`config.mk`:
```
export PLATFORM = sky130hd
export DESIGN_NAME = rebuster_arbiter
export DESIGN_NICKNAME = d
export VERILOG_FILES = /design/src/rtl/rebuster_pkg.sv /design/src/rtl/rebuster_sync.sv /design/src/rtl/rebuster_arbiter.sv
export SDC_FILE = /design/constraint.sdc
export NUM_CORES = 1
export LEC_CHECK = 0
export BUFFER_PORTS_ARGS = -buffer_cell sky130_fd_sc_hd__buf_2
export CAP_MARGIN = 20
export CORE_ASPECT_RATIO = 1.5
export CORE_MARGIN = 5
export CORE_UTILIZATION = 40
export DETAILED_ROUTE_END_ITERATION = 6
export SKIP_CTS_REPAIR_TIMING = 1
export SYNTH_ARGS = -nofsm -noshare
export SYNTH_HDL_FRONTEND = slang
export SYNTH_HIERARCHICAL = 1
export SYNTH_SLANG_ARGS = --single-unit
```
`constraint.sdc`:
```
create_clock -name clk100 -period 8.6 [get_ports clk100]
set_input_delay 1.72 -clock clk100 [delete_from_list [all_inputs] [get_ports clk100]]
set_output_delay 1.72 -clock clk100 [all_outputs]
set_load 0.03 [all_outputs]
```
`src/rtl/rebuster_pkg.sv`:
```
// rebuster_pkg: shared definitions for the Zorro/SDMAC bus arbiter.
// Holds the arbitration FSM state enum, the owner encodings driven on the
// owner port, and the default number of Zorro request slots.
package rebuster_pkg;
  localparam int NUM_SLOTS_DEFAULT = 5;
  typedef enum logic [2:0] {
    ST_IDLE,
    ST_REQ,
    ST_WAITFREE,
    ST_GRANT,
    ST_OWNED,
    ST_RELEASE
  } state_e;
  localparam logic [2:0] OWNER_CPU   = 3'd0;
  localparam logic [2:0] OWNER_SDMAC = 3'd1;
  localparam logic [2:0] OWNER_SLOT0 = 3'd2;
endpackage

```
`src/rtl/rebuster_sync.sv`:
```
// rebuster_sync: WIDTH-bit two-flop synchronizer for asynchronous inputs.
// Ports: clk_i core clock; rst_ni asynchronous active-low reset;
//        d_i raw asynchronous inputs; q_o synchronized outputs.
// Both stages reset to RST_VAL (all ones by default, i.e. every active-low
// input reads as inactive while the pipeline refills after reset).
module rebuster_sync #(
  parameter int               WIDTH   = 1,
  parameter logic [WIDTH-1:0] RST_VAL = '1
) (
  input  logic             clk_i,
  input  logic             rst_ni,
  input  logic [WIDTH-1:0] d_i,
  output logic [WIDTH-1:0] q_o
);
  logic [WIDTH-1:0] s1_q, s2_q;
  always_ff @(posedge clk_i or negedge rst_ni) begin
    if (!rst_ni) begin
      s1_q <= RST_VAL;
      s2_q <= RST_VAL;
    end else begin
      s1_q <= d_i;
      s2_q <= s1_q;
    end
  end
  assign q_o = s2_q;
endmodule

```
`src/rtl/rebuster_arbiter.sv`:
```
// rebuster_arbiter: bus arbiter between the CPU, the SDMAC and NUM_SLOTS
// Zorro slots. Requests the CPU bus, waits for it to be free, grants one
// master (SDMAC first, then round-robin over slots) and tracks ownership.
// Ports:
//   clk100, reset_n_in                 clock and async active-low reset
//   sbr_n_in, ebr_n_in[NUM_SLOTS]      SDMAC / slot bus requests (async)
//   bg_n_in, bgack_n_in, ebgack_n_in   CPU grant, CPU-side and Z2 acks
//   as_n_in                            CPU address strobe
//   br_n_out/_oe                       CPU bus request and enable
//   sbg_n_out/_oe                      SDMAC grant and enable
//   ebg_n_out/_oe[NUM_SLOTS]           slot grants and enables
//   owner                              0=CPU, 1=SDMAC, 2+n=slot n
// Build option: define GRANT_TIMEOUT_EN to drop a grant that has not been
// acknowledged within GRANT_TIMEOUT cycles; otherwise GRANT waits forever.
module rebuster_arbiter
  import rebuster_pkg::*;
#(
  parameter int GRANT_TIMEOUT = 1023,
  parameter int NUM_SLOTS     = NUM_SLOTS_DEFAULT
) (
  input  logic                 clk100,
  input  logic                 reset_n_in,
  input  logic                 sbr_n_in,
  input  logic [NUM_SLOTS-1:0] ebr_n_in,
  input  logic                 bg_n_in,
  input  logic                 bgack_n_in,
  input  logic                 ebgack_n_in,
  input  logic                 as_n_in,
  output logic                 br_n_out,
  output logic                 br_n_oe,
  output logic                 sbg_n_out,
  output logic                 sbg_n_oe,
  output logic [NUM_SLOTS-1:0] ebg_n_out,
  output logic [NUM_SLOTS-1:0] ebg_n_oe,
  output logic [2:0]           owner
);
  localparam int PW = NUM_SLOTS > 1 ? $clog2(NUM_SLOTS) : 1;
  localparam int SW = NUM_SLOTS + 5;

  // Every bus-side input is asynchronous to clk100, so all of them share
  // one synchronizer and every decision below uses the synchronized copy.
  logic [SW-1:0] raw, syn;
  assign raw = {as_n_in, ebgack_n_in, bgack_n_in, bg_n_in, sbr_n_in, ebr_n_in};

  rebuster_sync #(.WIDTH(SW)) u_sync (
    .clk_i (clk100),
    .rst_ni(reset_n_in),
    .d_i   (raw),
    .q_o   (syn)
  );

  logic [NUM_SLOTS-1:0] slot_req;
  logic sd_req, bg_act, bgack_act, ebgack_act, as_act, any_req, any_ack;
  assign slot_req   = ~syn[NUM_SLOTS-1:0];
  assign sd_req     = ~syn[NUM_SLOTS];
  assign bg_act     = ~syn[NUM_SLOTS+1];
  assign bgack_act  = ~syn[NUM_SLOTS+2];
  assign ebgack_act = ~syn[NUM_SLOTS+3];
  assign as_act     = ~syn[NUM_SLOTS+4];
  assign any_req    = sd_req | (|slot_req);
  assign any_ack    = bgack_act | ebgack_act;

  state_e               state_q, state_d;
  logic                 br_n_q, br_n_d;
  logic                 sbg_n_q, sbg_n_d;
  logic [NUM_SLOTS-1:0] ebg_n_q, ebg_n_d;
  logic [2:0]           owner_q, owner_d;
  logic [PW-1:0]        ptr_q, ptr_d;
  logic                 win_sd_q, win_sd_d;
  logic [PW-1:0]        win_slot_q, win_slot_d;
  logic                 oe_q;
  logic                 win_req, tmo;
  logic [PW-1:0]        rr_slot, rr_idx;

  function automatic logic [PW-1:0] nxt(input logic [PW-1:0] s);
    return (int'(s) == NUM_SLOTS - 1) ? '0 : s + 1'b1;
  endfunction

  // Round-robin search starting at ptr_q; walking k downwards lets the
  // closest requesting slot overwrite any farther one.
  always_comb begin
    rr_slot = ptr_q;
    rr_idx  = '0;
    for (int k = NUM_SLOTS - 1; k >= 0; k--) begin
      rr_idx = PW'((int'(ptr_q) + k) % NUM_SLOTS);
      if (slot_req[rr_idx]) rr_slot = rr_idx;
    end
  end

  assign win_req = win_sd_q ? sd_req : slot_req[win_slot_q];

`ifdef GRANT_TIMEOUT_EN
  localparam int CW = $clog2(GRANT_TIMEOUT + 1);
  logic [CW-1:0] cnt_q, cnt_d;
  // The counter only runs in GRANT; every path into GRANT passes through
  // a non-GRANT state first, so it always starts a grant at zero.
  assign cnt_d = (state_q == ST_GRANT) ? cnt_q + 1'b1 : '0;
  assign tmo   = (state_q == ST_GRANT) && (cnt_q == CW'(GRANT_TIMEOUT - 1));
  always_ff @(posedge clk100 or negedge reset_n_in) begin
    if (!reset_n_in) cnt_q <= '0;
    else             cnt_q <= cnt_d;
  end
`else
  assign tmo = 1'b0;
`endif

  always_comb begin
    state_d    = state_q;
    br_n_d     = br_n_q;
    sbg_n_d    = sbg_n_q;
    ebg_n_d    = ebg_n_q;
    owner_d    = owner_q;
    ptr_d      = ptr_q;
    win_sd_d   = win_sd_q;
    win_slot_d = win_slot_q;
    case (state_q)
      ST_IDLE: begin
        if (any_req) begin
          state_d = ST_REQ;
          br_n_d  = 1'b0;
        end
      end
      ST_REQ: begin
        if (!any_req) begin
          state_d = ST_IDLE;
          br_n_d  = 1'b1;
        end else if (bg_act) begin
          state_d = ST_WAITFREE;
        end
      end
      ST_WAITFREE: begin
        // Without any requester left there is nobody to latch as winner.
        if (!any_req) begin
          state_d = ST_IDLE;
          br_n_d  = 1'b1;
        end else if (!as_act && !bgack_act && !ebgack_act) begin
          state_d    = ST_GRANT;
          win_sd_d   = sd_req;
          win_slot_d = rr_slot;
          sbg_n_d    = ~sd_req;
          ebg_n_d    = sd_req ? '1 : ~(NUM_SLOTS'(1) << rr_slot);
        end
      end
      ST_GRANT: begin
        if (any_ack) begin
          state_d = ST_OWNED;
          sbg_n_d = 1'b1;
          ebg_n_d = '1;
          br_n_d  = 1'b1;
          owner_d = win_sd_q ? OWNER_SDMAC : OWNER_SLOT0 + 3'(win_slot_q);
          if (!win_sd_q) ptr_d = nxt(win_slot_q);
        end else if (!win_req || tmo) begin
          state_d = ST_IDLE;
          sbg_n_d = 1'b1;
          ebg_n_d = '1;
          br_n_d  = 1'b1;
          if (tmo && !win_sd_q) ptr_d = nxt(win_slot_q);
        end
      end
      ST_OWNED: begin
        if (!any_ack) begin
          state_d = ST_RELEASE;
          owner_d = OWNER_CPU;
        end
      end
      ST_RELEASE: state_d = ST_IDLE;
      default:    state_d = ST_IDLE;
    endcase
  end

  always_ff @(posedge clk100 or negedge reset_n_in) begin
    if (!reset_n_in) begin
      state_q    <= ST_IDLE;
      br_n_q     <= 1'b1;
      sbg_n_q    <= 1'b1;
      ebg_n_q    <= '1;
      owner_q    <= OWNER_CPU;
      ptr_q      <= '0;
      win_sd_q   <= 1'b0;
      win_slot_q <= '0;
      oe_q       <= 1'b0;
    end else begin
      state_q    <= state_d;
      br_n_q     <= br_n_d;
      sbg_n_q    <= sbg_n_d;
      ebg_n_q    <= ebg_n_d;
      owner_q    <= owner_d;
      ptr_q      <= ptr_d;
      win_sd_q   <= win_sd_d;
      win_slot_q <= win_slot_d;
      oe_q       <= 1'b1;
    end
  end

  assign br_n_out  = br_n_q;
  assign br_n_oe   = oe_q;
  assign sbg_n_out = sbg_n_q;
  assign sbg_n_oe  = oe_q;
  assign ebg_n_out = ebg_n_q;
  assign ebg_n_oe  = {NUM_SLOTS{oe_q}};
  assign owner     = owner_q;
endmodule

```
---- Yosys cells after proc, flatten, opt, wreduce, memory -nomap -nowiden ----
Index checks and enable logic that the tools add are counted.
Widths: inputs -> output; s select.
cells by class
  bitwise logic cells ..................... 8
  eq/ne operators ......................... 14
  shifts and indexed selects .............. 1
  div/mod/pow operators ................... 5
  add/sub/neg operators ................... 6
  order comparisons ....................... 6
  muxes and demuxes ....................... 46
  multiply operators ...................... 0
  reductions and logical operators ........ 14
operator list
  operator               number
  $mod 32x4->32 const B  4
  $mux 3                 17
  $mod 4x4->32 const B   1
  $mux 5                 5
  $lt 3x4->1 const B     6
  $bmux 1 s3             6
  $pmux 3 s5             1
  $mux 1                 13
  $ne 2x2->1 const B     6
  $not 5->5              2
  $pmux 5 s2             1
  $ne 3x3->1 const B     3
  $reduce_and 3->1       3
  $add 3x2->4 const B    2
  $reduce_and 4->1       2
  $eq 3x2->1 const B     2
  $eq 3x3->1 const B     2
  $pmux 3 s2             1
  $reduce_and 5->1       1
  $reduce_or 5->1        1
  $shl 1x3->5 const A    1
  $add 3x1->4 const B    1
  $add 3x3->4 const B    1
  $not 1->1              4
  11 further kinds       14
word-level totals
  output and inout bits ................... 17
  word-level logic and storage cells ...... 111
  memories kept ........................... 0
  bits in latches ......................... 0
  register bits after elaboration ......... 41
  memory bits (writable) .................. 0
  input port bits ......................... 12
  memory bits (read-only) ................. 0

---- Depth between registers and ports, before layout ----
Gate-level depths: netlist (run 1).
  depth in word-level cells ............... 15
  depth in mapped cells ................... 17

---- By module ----
The synthesis (run 1) kept the hierarchy.
modules (own cells, without submodules)
  module            cells each  area an instance (um2)  instances
  rebuster_arbiter  335         2748.9                  1
  rebuster_sync     20          525.5                   1

---- Least setup slack after synthesis (run 1) ----
OpenSTA, ideal clock, no wires.
  path kind ............................... register to register
  start point ............................. reg ptr_q[0]
  end point ............................... reg ebg_n_q[0], in the netlist ebg_n_out[0]
  data required time ...................... 8.517 ns
  path buffers ............................ 2
  library setup time ...................... 0.083 ns
  cell stages (with the launch flop) ...... 18
  setup slack ............................. 4.782 ns
  period minus slack after synthesis ...... 3.818 ns
  arrival ................................. 3.734 ns
  path through ............................ dfrtp_1 buf_6 inv_2 buf_2 ha_1 inv_1 ha_1 nand2b_1 ha_1 nor2b_1 a21oi_1 nor3b_1 o21bai_1 a21boi_1 nor3_1 or3_1 a21bo_1 a41oi_1
between the ends
  longest elaborated chain between the ends .. 15
  elaborated cells on any way between the ends .. 30
  those cells by class .................... add/sub (4); div (5); shift (1); mux (19); bitwise (1)
RTL lines
  element                       RTL line                 RTL
  start: declaration            rebuster_arbiter.sv:68   logic [PW-1:0] ptr_q, ptr_d;
  start signal: assignment      rebuster_arbiter.sv:188  ptr_q <= ptr_d;
  $add 3x3->4                   rebuster_arbiter.sv:85   rr_idx = PW'((int'(ptr_q) + k) % NUM_SLOTS);
  $mod 32x4->32                 rebuster_arbiter.sv:85
  $bmux 1 s3                    rebuster_arbiter.sv:86   if (slot_req[rr_idx]) rr_slot = rr_idx;
  $mux 1 (not written as such)  rebuster_arbiter.sv:86
  $mux 3 (4 in a row)           rebuster_arbiter.sv:86
  $mux 3 *                      rebuster_arbiter.sv:86
  $shl 1x3->5 *                 rebuster_arbiter.sv:141  ebg_n_d = sd_req ? '1 : ~(NUM_SLOTS'(1) << rr_slot);
  $not 5->5 *                   rebuster_arbiter.sv:141
  $mux 5 *                      rebuster_arbiter.sv:141
  $mux 5 *                      rebuster_arbiter.sv:136  end else if (!as_act && !bgack_act && !ebgack_act) begin
  $mux 5 *                      rebuster_arbiter.sv:133  if (!any_req) begin
  $pmux 5 s2 *                  rebuster_arbiter.sv:116  case (state_q)
  end signal: assignment        rebuster_arbiter.sv:186  ebg_n_q <= ebg_n_d;
  end: declaration              rebuster_arbiter.sv:66   logic [NUM_SLOTS-1:0] ebg_n_q, ebg_n_d;
Every way passes the cells marked *; elsewhere a longest branch is shown, timed or not. The select of a mux whose other input is x is not followed.
A chain may end at the register's enable or synchronous reset.

---- Worst setup path after layout (run 1) ----
  start point ............................. reg ptr_q[1]
  end point ............................... reg ebg_n_q[3], in the netlist ebg_n_out[3]
The elaborated chain is that of the path after synthesis.

==> impl_metrics.env, run 1 <==
export IMPL_cp_cell_sequence="inv_1 > ha_1 > inv_1 > ha_1 > nand2b_1 > ha_1 > nor2b_1 > a21oi_1 > nor3b_1 > o21bai_1 > a21boi_1 > nor3_1 > or3_1 > a21bo_1 > a41oi_1"
export IMPL_postSynth_asyncResetShare_pct=100
export IMPL_critPathBufInv=2
export IMPL_diodes=0
export IMPL_drive_gt1_share_pct=23.6
export IMPL_crit_arrival_ns=4.66
export IMPL_cts_htree_levels=2
export IMPL_cts_tree="built"
export IMPL_tightest_slew_ns=0.858
export IMPL_synth_compound_area_share_pct=24.8
export IMPL_path_class="reg2reg"
export IMPL_setup_viol=0
export IMPL_root_buffer="clkbuf_16"
export IMPL_status="finished clean"
export IMPL_final_cells=473
export IMPL_critPathMaxFanout=16
export IMPL_end_kind="flop"
export IMPL_hpwl_mm=5.57
export IMPL_slew_headroom_pct=42.8
export IMPL_ys_seq_area_share_pct=32.4
export IMPL_drtIter0Drc=123
export IMPL_setup_tns_final_ns=0
export IMPL_yosysUniqueCellTypes=80
export IMPL_synth_edff_count=0
export IMPL_synthTopCellsByCount="nor2_1 (30), dfstp_2 (27), nand2_1 (26)"
export IMPL_cts_buffers=5
export IMPL_clockBufferDepth=2
export IMPL_r2r_cells=15
export IMPL_fin_crit_sh_pct=52.0
export IMPL_first_pass_iters=4
export IMPL_max_cap_viol_count=0
export IMPL_final_nets=400
export IMPL_synthSimpleGateAreaFrac_pct=19.8
export IMPL_fillers=782
export IMPL_antenna_found_initial=0
export IMPL_holdPathStages=0
export IMPL_synth_fa_ha_area_share_pct=7.95
export IMPL_yosysWarnings=6
export IMPL_finalInstanceArea_mm2=0.00356
export IMPL_areaGrowthSynthToFinish_pct=8.75
export IMPL_synthFlopType="dfstp_2"
export IMPL_io_pin_count=29
export IMPL_dp_cells=466
export IMPL_syn_avg_cell_area_um2=9.22
export IMPL_synth_area_leader_cell="dfstp_2"
export IMPL_hold_violations=0
export IMPL_worst_path_max_delay_cell="dfrtp_1"
export IMPL_cts_sinks=41
export IMPL_yosysTopAreaCellShare_pct=21.7
export IMPL_netlist_area_mm2=0.00327
export IMPL_required_ns=8.79
export IMPL_start_util_pct=40.9
export IMPL_slew_viol_final=0
export IMPL_viasPerCell=5.74
export IMPL_path_common_cell="ha_1"
export IMPL_cp_depth=15
export IMPL_max_stage_delay_ns=0.57
export IMPL_routedWlPerCell_um=15.9
export IMPL_clk_pin_slew_ns=0.05
export IMPL_whs_ns=0.351
export IMPL_wl_mm=7.53
export IMPL_fp_dieH_um=121
export IMPL_fmax_ghz=0.224
export IMPL_fin_skew_ns=0.00386
export IMPL_syn_num_nets=387
export IMPL_crit_family="compound AO/OA/AOI/OAI gates"
export IMPL_ant_nets=0
export IMPL_die_area_mm2=0.0101
export IMPL_grt_max_degree=42
export IMPL_grt_pass1_wl_mm=12.7
export IMPL_io_buffers=28
export IMPL_place_area_mm2=0.00342
export IMPL_worstSkewPairLatency_ns=0.27
export IMPL_period_needed_ns=4.47
export IMPL_grt_pass1_vias=2755
export IMPL_synth_top_family_by_area="compound AO/OA/AOI/OAI gates"
export IMPL_rsz0062_at_grt="false"
export IMPL_grt_usage_pct=15.3
export IMPL_holdCritPathClass="reg2reg"
export IMPL_fp_dieW_um=83.9
export IMPL_syn_inst=355
export IMPL_fp_coreArea_mm2=0.00801
export IMPL_num_rows=40
export IMPL_via_count=2717
export IMPL_routabilityCongestion=0.862
export IMPL_overflow=0
export IMPL_synth_xor_area_share_pct=1.87
export IMPL_synth_most_common_cell="nor2_1"
export IMPL_drc_errors=0
export IMPL_synthMuxAreaShare_pct=7.49
export IMPL_ys_seq_elements=41
export IMPL_synthTopCellsByArea="dfstp_2 (22%), dfrtp_1 (11%), ha_1 (7.6%), mux2i_1 (4.3%), nor2_1 (3.4%)"
export IMPL_cp_start_kind="flop"
==> layer usage <==
layer	global-route usage, %	up-vias	part of all wire, %	wire, um
li1	-	1328	-	-
met1	16.6	1305	41	3060
met2	27.8	60	52	3940
met3	2.73	24	2.8	214
met4	8.75	0	4.2	313
met5	0	-	0	0
==> stage by stage <==
stage                     setup WS, ns  util [%]
after floorplan                   4.78         -
after global placement            4.32      42.7
after detailed placement          4.19      42.7
after CTS                         4.17      44.5
after global routing              3.79      44.5
final                             4.13      44.5
==> final timing paths <==
| kind | startpoint | endpoint | slack [ns] |
|---|---|---|---|
| setup / recovery | ptr_q[1] | ebg_n_out[3] | 4.13 |
| hold / removal | u_sync/s1_q[0] | u_sync/q_o[0] | 0.35 |
| setup reg to reg | ptr_q[1] | ebg_n_out[3] | 4.13 |
| hold reg to reg | u_sync/s1_q[0] | u_sync/q_o[0] | 0.35 |
| max in group asynchronous | reset_n_in | br_n_oe | 6.51 |
| min in group asynchronous | reset_n_in | state_q[1] | 1.56 |
==> cell usage in the layout (no fill, tap or decap), types with 4 or more instances in the layout <==
cell type / count
nor2_1: 30
buf_2: 28
dfstp_2: 27
nand2_1: 26
a21oi_1: 22
ha_1: 20
o21ai_0: 14
mux2i_1: 14
dfrtp_1: 14
inv_1: 10
nand2b_1: 10
nor3_1: 9
xnor2_1: 7
and2_1: 7
nand3b_1: 6
nand3_1: 6
a41oi_1: 5
clkbuf_16: 5
o31ai_1: 4
o22a_1: 4
nor3b_1: 4
a31oi_1: 4
o21ai_1: 4
==> area by class of cell <==
| type | count | area (um^2) | area share, % |
|---|---|---|---|
| multi-input cells | 278 | 2030 | 57.0 |
| flip-flops and latches | 41 | 1060 | 29.8 |
| repair buffers | 29 | 148 | 4.15 |
| clock buffers | 7 | 143 | 4.01 |
| well taps | 105 | 131 | 3.69 |
| inverters | 13 | 48.8 | 1.37 |
==> logic make-up after synthesis <==
kind of cell,count (synthesis)
other,1
multiplexers,20
AO/OA/AOI/OAI,107
AND/OR/NAND/NOR,122
XOR/XNOR,7
buffers and inverters,36
flip-flops,41
adder cells (fa/ha/maj),21
==> state kept, by name (all words and copies together), names as in the netlist <==
name / cells
u_sync/q_o: 10
u_sync/s1_q: 10
ebg_n_out: 5
owner: 3
ptr_q: 3
state_q: 3
win_slot_q: 3
br_n_oe: 1
br_n_out: 1
sbg_n_out: 1
win_sd_q: 1
==> worst register-to-register path: stages, from the launching register on <==
cell and delay (ns):
dfrtp_1 0.57, inv_1 0.36, ha_1 0.35, inv_1 0.11, ha_1 0.44, nand2b_1 0.24
ha_1 0.32, nor2b_1 0.06, a21oi_1 0.33, nor3b_1 0.23, o21bai_1 0.08, a21boi_1 0.31
nor3_1 0.09, or3_1 0.40, a21bo_1 0.25, a41oi_1 0.24
Power of run 1 is left out: the tool's default activity adds up to more than one toggle a clock period on the data nets, which glitch-free logic cannot reach.
==> run 2, diff against run 1 <==
==> constraint.sdc (replaced) <==
create_clock -name clk100 -period 4.5 [get_ports clk100]
set_input_delay 0.9 -clock clk100 [delete_from_list [all_inputs] [get_ports clk100]]
set_output_delay 0.9 -clock clk100 [all_outputs]
set_load 0.03 [all_outputs]
==> impl_metrics.env, run 2 (synthesis results as in run 1) <==
export IMPL_slew_viol_final=0
export IMPL_slew_headroom_pct=42.0
export IMPL_setup_tns_final_ns=0
export IMPL_startpoint="ptr_q[1]"
export IMPL_max_cap_viol_count=0
export IMPL_cp_start_kind="flop"
export IMPL_routabilityCongestion=0.918
export IMPL_hold_violations=0
export IMPL_grt_max_degree=42
export IMPL_r2r_start="ptr_q[1]"
export IMPL_die_area_mm2=0.0101
export IMPL_clockBufferDepth=2
export IMPL_root_buffer="clkbuf_16"
export IMPL_fin_crit_sh_pct=87.0
export IMPL_worstSkewPairLatency_ns=0.28
export IMPL_clk_pin_slew_ns=0.06
export IMPL_diodes=0
export IMPL_r2r_cells=15
export IMPL_viasPerCell=5.65
export IMPL_grt_pass1_wl_mm=13.4
export IMPL_grt_usage_pct=16.2
export IMPL_hpwl_mm=5.93
export IMPL_cts_sinks=41
export IMPL_wl_mm=7.85
export IMPL_via_count=2727
export IMPL_fmax_ghz=0.255
export IMPL_cts_buffers=5
export IMPL_r2r_end="ebg_n_out[0]"
export IMPL_holdPathEnd="u_sync/q_o[3]"
export IMPL_final_nets=409
export IMPL_status="finished clean"
export IMPL_period_needed_ns=3.91
export IMPL_grt_pass1_vias=2805
export IMPL_fp_dieW_um=83.9
export IMPL_setup_viol=0
export IMPL_antenna_found_initial=0
export IMPL_drc_errors=0
export IMPL_drive_gt1_share_pct=25.9
export IMPL_r2r_slack_ns=0.59
export IMPL_areaGrowthSynthToFinish_pct=11.7
export IMPL_end_kind="flop"
export IMPL_first_pass_iters=4
export IMPL_final_common_cell="nor2_1"
export IMPL_mostFrequentLayoutCells="nor2_1 (30), buf_2 (28), dfstp_2 (27)"
export IMPL_path_class="reg2reg"
export IMPL_min_delay_start="u_sync/s1_q[3]"
export IMPL_fp_coreArea_mm2=0.00801
export IMPL_ant_nets=0
export IMPL_num_rows=40
export IMPL_rsz0062_at_grt="false"
export IMPL_fp_dieH_um=121
export IMPL_critPathMaxFanout=9
export IMPL_tightest_slew_ns=0.870
export IMPL_crit_arrival_ns=4.11
export IMPL_start_util_pct=40.9
export IMPL_required_ns=4.69
export IMPL_io_pin_count=29
export IMPL_cts_htree_levels=2
export IMPL_io_buffers=28
export IMPL_drtIter0Drc=169
export IMPL_holdCritPathClass="reg2reg"
export IMPL_routedWlPerCell_um=16.3
export IMPL_holdPathStages=0
export IMPL_fillers=795
export IMPL_overflow=0
export IMPL_fin_skew_ns=0.00659
export IMPL_cts_tree="built"
==> run 2: through the flow <==
stage | util, % | setup WS, ns | cell area, um^2 | hold slack (ns) | std cells
floorplan | - | 0.682 | 3270 | 0.345 | 355
global placement | 43.5 | 0.781 | 3490 | 0.346 | 475
detailed placement | 43.5 | 0.623 | 3490 | 0.347 | 475
CTS | 45.7 | 0.614 | 3660 | 0.356 | 483
global route | 45.7 | 0.293 | 3660 | 0.361 | 483
finish | 45.7 | 0.585 | 3660 | 0.353 | 483
==> run 2: layout make-up <==
cell class	instances	area (um^2)	area share, %
clock buffers	5	125	3.42
clock inverters	3	46.3	1.27
inverters	13	48.8	1.33
multi-input cells	278	2030	55.5
flip-flops and latches	41	1060	29.0
well taps	105	131	3.59
repair buffers	38	215	5.88
==> run 2: how the worst max path moves through the flow <==
stage	to	slack, ns
3_5_place_dp	ebg_n_out[2]	0.62
5_1_grt	ebg_n_out[1]	0.29
2_1_floorplan	ebg_n_out[0]	0.68
4_1_cts	ebg_n_out[0]	0.61
3_3_place_gp	ebg_n_out[3]	0.78
6_report	ebg_n_out[0]	0.59
==> run 2: worst max-delay path, stage by stage (launching register included) <==
cell and delay, ns:
dfrtp_1 0.37, inv_1 0.25, ha_1 0.31, inv_1 0.10, ha_1 0.30, nand2b_1 0.17
ha_1 0.30, nor2b_1 0.05, a21oi_1 0.35, nor3b_1 0.23, o21bai_1 0.08, a21boi_1 0.31
nor3_1 0.09, or3_1 0.40, a21bo_1 0.26, a41oi_1 0.24
==> run 2: per-layer routing <==
metal / share of wire, % / track usage (%)
met2: 54 / 30.2
met1: 40 / 18.1
met3: 3.6 / 1.98
met5: 0 / 0
met4: 2.3 / 7.44
Power of run 2 is left out for the same reason.
